`config.mk`:
```
export PLATFORM = sky130hd
export DESIGN_NAME = btn_router
export DESIGN_NICKNAME = d
export VERILOG_FILES = /design/src/rtl/btn_router.sv
export SDC_FILE = /design/constraint.sdc
export NUM_CORES = 1
export LEC_CHECK = 0
export CAP_MARGIN = 40
export CORE_UTILIZATION = 28
export CTS_BUF_LIST = sky130_fd_sc_hd__clkbuf_8
export CTS_CLUSTER_SIZE = 14
export DETAILED_ROUTE_END_ITERATION = 10
export SLEW_MARGIN = 20
export SYNTH_ARGS = -nofsm -noshare
export SYNTH_HDL_FRONTEND = slang
export SYNTH_SLANG_ARGS = --single-unit
```
`constraint.sdc`:
```
create_clock -name clk -period 3.2 [get_ports clk]
set_input_delay 0.32 -clock clk [delete_from_list [all_inputs] [get_ports clk]]
set_output_delay 0.32 -clock clk [all_outputs]
set_load 0.005 [all_outputs]
```
`src/rtl/btn_router.sv`:
```
// Routes synchronised button rising-edge pulses to the one-hot selected channel.
// Optional auto-repeat for a single held button is compiled in with BTN_ROUTER_REPEAT_EN.
module btn_router #(
    parameter int NCH           = 3,
    parameter int NBTN          = 4,
    parameter int REPEAT_DELAY  = 25000000,
    parameter int REPEAT_PERIOD = 10000000
) (
    input  logic                 clk,
    input  logic                 resetM,
    input  logic [NCH-1:0]       sel,
    input  logic [NBTN-1:0]      btn,
    output logic [NCH*NBTN-1:0]  btn_out,
    output logic [NCH-1:0]       active_ch
);

    logic [NBTN-1:0]     btn_meta;
    logic [NBTN-1:0]     btn_sync;
    logic [NBTN-1:0]     btn_prev;
    logic [NCH-1:0]      sel_reg;
    logic [1:0]          mask_cnt;
    logic [NBTN-1:0]     rise;
    logic [NCH-1:0]      act_next;
    logic                ch_change;
    logic                emit_ok;
    logic [NBTN-1:0]     pulse_vec;
    logic [NCH*NBTN-1:0] out_next;

    always_comb begin
        rise      = btn_sync & ~btn_prev;
        act_next  = $onehot(sel_reg) ? sel_reg : '0;
        ch_change = (act_next != active_ch);
        // Pulses only leave once the post-reset mask has expired and the channel is stable.
        emit_ok   = (mask_cnt == 2'd3) && !ch_change && (active_ch != '0);
    end

`ifdef BTN_ROUTER_REPEAT_EN
    localparam int CNT_MAX = (REPEAT_DELAY > REPEAT_PERIOD) ? REPEAT_DELAY : REPEAT_PERIOD;
    localparam int CW      = (CNT_MAX > 1) ? $clog2(CNT_MAX) : 1;
    localparam logic [CW-1:0] DLY_LAST = CW'(REPEAT_DELAY - 1);
    localparam logic [CW-1:0] PER_LAST = CW'(REPEAT_PERIOD - 1);

    typedef enum logic [1:0] {IDLE, DELAY, REPEAT} rpt_state_t;

    rpt_state_t      state;
    logic [CW-1:0]   cnt;
    logic [NBTN-1:0] held;
    logic            rpt_abort;
    logic            rpt_start;
    logic            rpt_fire;

    always_comb begin
        rpt_abort = ch_change || ((btn_sync & held) == '0) || ((rise & ~held) != '0);
        rpt_start = emit_ok && (rise != '0) && $onehot(btn_sync);
        rpt_fire  = 1'b0;
        if (state == DELAY && !rpt_abort && cnt == DLY_LAST)
            rpt_fire = 1'b1;
        if (state == REPEAT && !rpt_abort && cnt == PER_LAST)
            rpt_fire = 1'b1;
        pulse_vec = emit_ok ? (rise | (rpt_fire ? held : '0)) : '0;
    end

    // The counter is cleared on every state entry and at each terminal count, so it never wraps.
    always_ff @(posedge clk) begin
        if (resetM) begin
            state <= IDLE;
            cnt   <= '0;
            held  <= '0;
        end else begin
            case (state)
                IDLE: begin
                    if (rpt_start) begin
                        state <= DELAY;
                        cnt   <= '0;
                        held  <= btn_sync;
                    end
                end
                DELAY: begin
                    if (rpt_abort) begin
                        state <= IDLE;
                        cnt   <= '0;
                    end else if (cnt == DLY_LAST) begin
                        state <= REPEAT;
                        cnt   <= '0;
                    end else begin
                        cnt <= cnt + 1'b1;
                    end
                end
                REPEAT: begin
                    if (rpt_abort) begin
                        state <= IDLE;
                        cnt   <= '0;
                    end else if (cnt == PER_LAST) begin
                        cnt <= '0;
                    end else begin
                        cnt <= cnt + 1'b1;
                    end
                end
                default: begin
                    state <= IDLE;
                    cnt   <= '0;
                end
            endcase
        end
    end
`else
    always_comb begin
        pulse_vec = emit_ok ? rise : '0;
    end
`endif

    always_comb begin
        out_next = '0;
        for (int c = 0; c < NCH; c++) begin
            if (active_ch[c])
                out_next[c*NBTN +: NBTN] = pulse_vec;
        end
    end

    // The edge register keeps tracking during the mask window so a button held through reset is swallowed.
    always_ff @(posedge clk) begin
        if (resetM) begin
            btn_meta  <= '0;
            btn_sync  <= '0;
            btn_prev  <= '0;
            sel_reg   <= '0;
            mask_cnt  <= '0;
            active_ch <= '0;
            btn_out   <= '0;
        end else begin
            btn_meta  <= btn;
            btn_sync  <= btn_meta;
            btn_prev  <= btn_sync;
            sel_reg   <= sel;
            mask_cnt  <= (mask_cnt == 2'd3) ? 2'd3 : mask_cnt + 2'd1;
            active_ch <= act_next;
            btn_out   <= out_next;
        end
    end

endmodule

```
==> results.txt <==
status: finished, final reports clean
I/O Pins: 24
1st-pass router iterations: 4
largest buffer count on any clock path: 2
critical path arrival: 2.01 ns
final worst-path cycle share: 0.5692
DRC: 0
logic gate share of total power: 0.053
Final min period: 1.821 ns
Synth Register Bits: 32
initial DRC count: 6
largest net degree at the start of global routing: 19
Reg power frac: 0.477
input/output buffers: 23
Resized Gates After CTS: 0
n_diodes: 0
switching portion of total power: 0.1867
Synth cell types: 22
Crit path largest cell delay: 0.52 ns
internal power: 0.7121 mW
remaining antenna violation count: 0
Hold Startpoint: btn_meta[0]$_SDFF_PP0_
Mapped Nets: 110
Synth Instances: 100
final wirelength: 1663 µm
critical path fanouts, max: 8
MaxCap Viol Count: 0
Starting Density: 0.2924
vias in the first global route: 665
Slew @ Worst Pin: 0.5810 ns
Synth Cell Area: 0.001079 mm²
# H-tree levels: 2
Die Y: 64.07 µm
setup TNS: 0 ns
Max Clock Freq: 0.5491 GHz
Biggest register: btn_out
setup repair bufs after CTS: 0
sequential area share after synthesis: 0.5940
Overflow after GRT: 0
Pleak: 0.5467 nW
power share of the clock group: 0.470
initial antenna violation count: 0
layout net count: 139
CORE AREA: 0.003689 mm²
Synth warnings: 0
hold slack final: 0.4386 ns
placer congestion estimate: 0.7169
commonest cells after routing, fill and taps aside: dfxtp_1, clkdlybuf4s50_1, nor2b_1, nand2_1, nor3_1
Site Rows: 22
CTS tree: yes
clk root buf: clkbuf_8
Final setup viols: 0
RSZ-0062 raised after global routing: false
total number of vias: 708
clock latency on the worst-skew pair: 0.28 ns
clk_skew: 0.004289 ns
Die ar.: 0.004104 mm²
Post-DP HPWL: 1260 µm
Hold Vio Cnt, Final: 0
Worst-path clk slew: 0.06 ns
first-pass GRT wire length: 2898 µm
Worst Setup SP: sel_reg[0]$_SDFF_PP0_
post-DR wirelength/cell: 9.343 µm
Layout area overhead: 38.28%
Hold/Removal Path Class: reg2reg
overall routing resource usage: 0.09792
CP Cell Sequence: inv_1 > fa_1 > nor3b_4 > nand3_2 > nor3_1
layout cells sized above 1: 0.1769
DR vias/cell: 3.978
CP endpoint kind: register
critical setup path kind: reg2reg
Rel. slew slack: 0.6114
startpoint types: register
Max Slew Vio Count: 0
Worst R2R Start: sel_reg[0]$_SDFF_PP0_
commonest non-fill, non-tap cell in the layout: dfxtp_1
Slowest cell on crit path: fa_1
total power divided by cell area: 587.1 mW/mm²
number of clock sinks: 32
max FFs per register: 12
P_sw: 0.1635 mW
syn avg cell area: 10.79 µm²
Die W: 64.07 µm
Max VDD drop: 0.3379 mV
hold buffers post-CTS: 0
Num CTS Buffers: 5
WP data required: 3.39 ns
[logic make-up (layout without fill, tap and decap cells)]
logic type      Yosys count  count (layout)  share of synthesized area
compound gates            3               3                    0.02436
xor+xnor                  2               2                    0.02321
fa+ha+maj                 1               1                    0.01856
buf+inv                   5              35                    0.01739
flops                    32              32                     0.5940
simple gates             57              57                     0.3225
[critical path, delay by kind of cell (launching register included)]
| family | cells | cell delay [ns] |
|---|---|---|
| simple gates | 3 | 0.72 |
| fa+ha+maj | 1 | 0.52 |
| flops | 1 | 0.41 |
| buf+inv | 1 | 0.09 |
[stage by stage]
step	power [mW]	instance area, µm²	setup slack [ns]	cells	util
finish	0.8756	1491	1.379	178	0.4043
global route	0.9135	1491	1.217	178	0.4043
CTS	0.8870	1491	1.354	178	0.4043
detailed placement	0.4739	1365	1.223	170	0.3701
global placement	0.4716	1365	1.309	170	0.3701
floorplan	0.4545	1079	1.561	100	-
[path summary, 6_finish.rpt]
check / depth (start not counted) / end / slack, ns
max: 5 / btn_out[3]$_SDFF_PP0_ / 1.38
min reg2reg: 1 / btn_sync[0]$_SDFF_PP0_ / 0.44
min: 1 / btn_sync[0]$_SDFF_PP0_ / 0.44
max reg2reg: 5 / btn_out[3]$_SDFF_PP0_ / 1.38
[Yosys cell counts]
| master | count | share of area |
|---|---|---|
| and4bb_2 | 1 | 0.012 |
| a21oi_4 | 1 | 0.015 |
| nor2b_1 | 12 | 0.070 |
| nor3_1 | 12 | 0.056 |
| inv_1 | 4 | 0.014 |
| and2_1 | 2 | 0.012 |
| and2_2 | 3 | 0.021 |
| and2b_2 | 7 | 0.057 |
| fa_1 | 1 | 0.019 |
| clkbuf_1 | 1 | 0.0035 |
| a21oi_1 | 1 | 0.0046 |
| o21ai_0 | 1 | 0.0046 |
| xnor2_2 | 1 | 0.015 |
| nand4_1 | 1 | 0.0058 |
| xnor2_1 | 1 | 0.0081 |
| nor2_1 | 3 | 0.010 |
| dfxtp_1 | 32 | 0.59 |
| or3_1 | 1 | 0.0058 |
| nand2b_1 | 1 | 0.0058 |
| nor3b_4 | 1 | 0.017 |
| nand2_1 | 12 | 0.042 |
| nand3_2 | 1 | 0.0093 |
[final cells by class]
cell class,instances,area (µm²)
fill,372,2197
sequential,32,640.6
multi-input combinational,63,419.2
timing repair buffer,23,230.2
clock buffer,7,96.34
tap,48,60.06
clock inverter,1,30.03
inverter,4,15.01
[layer usage]
metal	wire length, µm	track usage	up-vias
met3	93	0.04821	4
met2	797	0.1529	21
met5	0	0	-
met4	22	0.06818	0
met1	749	0.1023	307
li1	-	-	376
[power by group through the flow]
stage / Clock [mW] / Sequential, mW / Combinational [mW]
2_1_floorplan: 0 / 0.425 / 0.0297
3_3_place_gp: 0 / 0.426 / 0.0454
3_5_place_dp: 0 / 0.427 / 0.0469
4_1_cts: 0.422 / 0.418 / 0.0470
5_1_grt: 0.443 / 0.419 / 0.0516
6_report: 0.412 / 0.418 / 0.0462
Power figures use the tool's default switching activity.
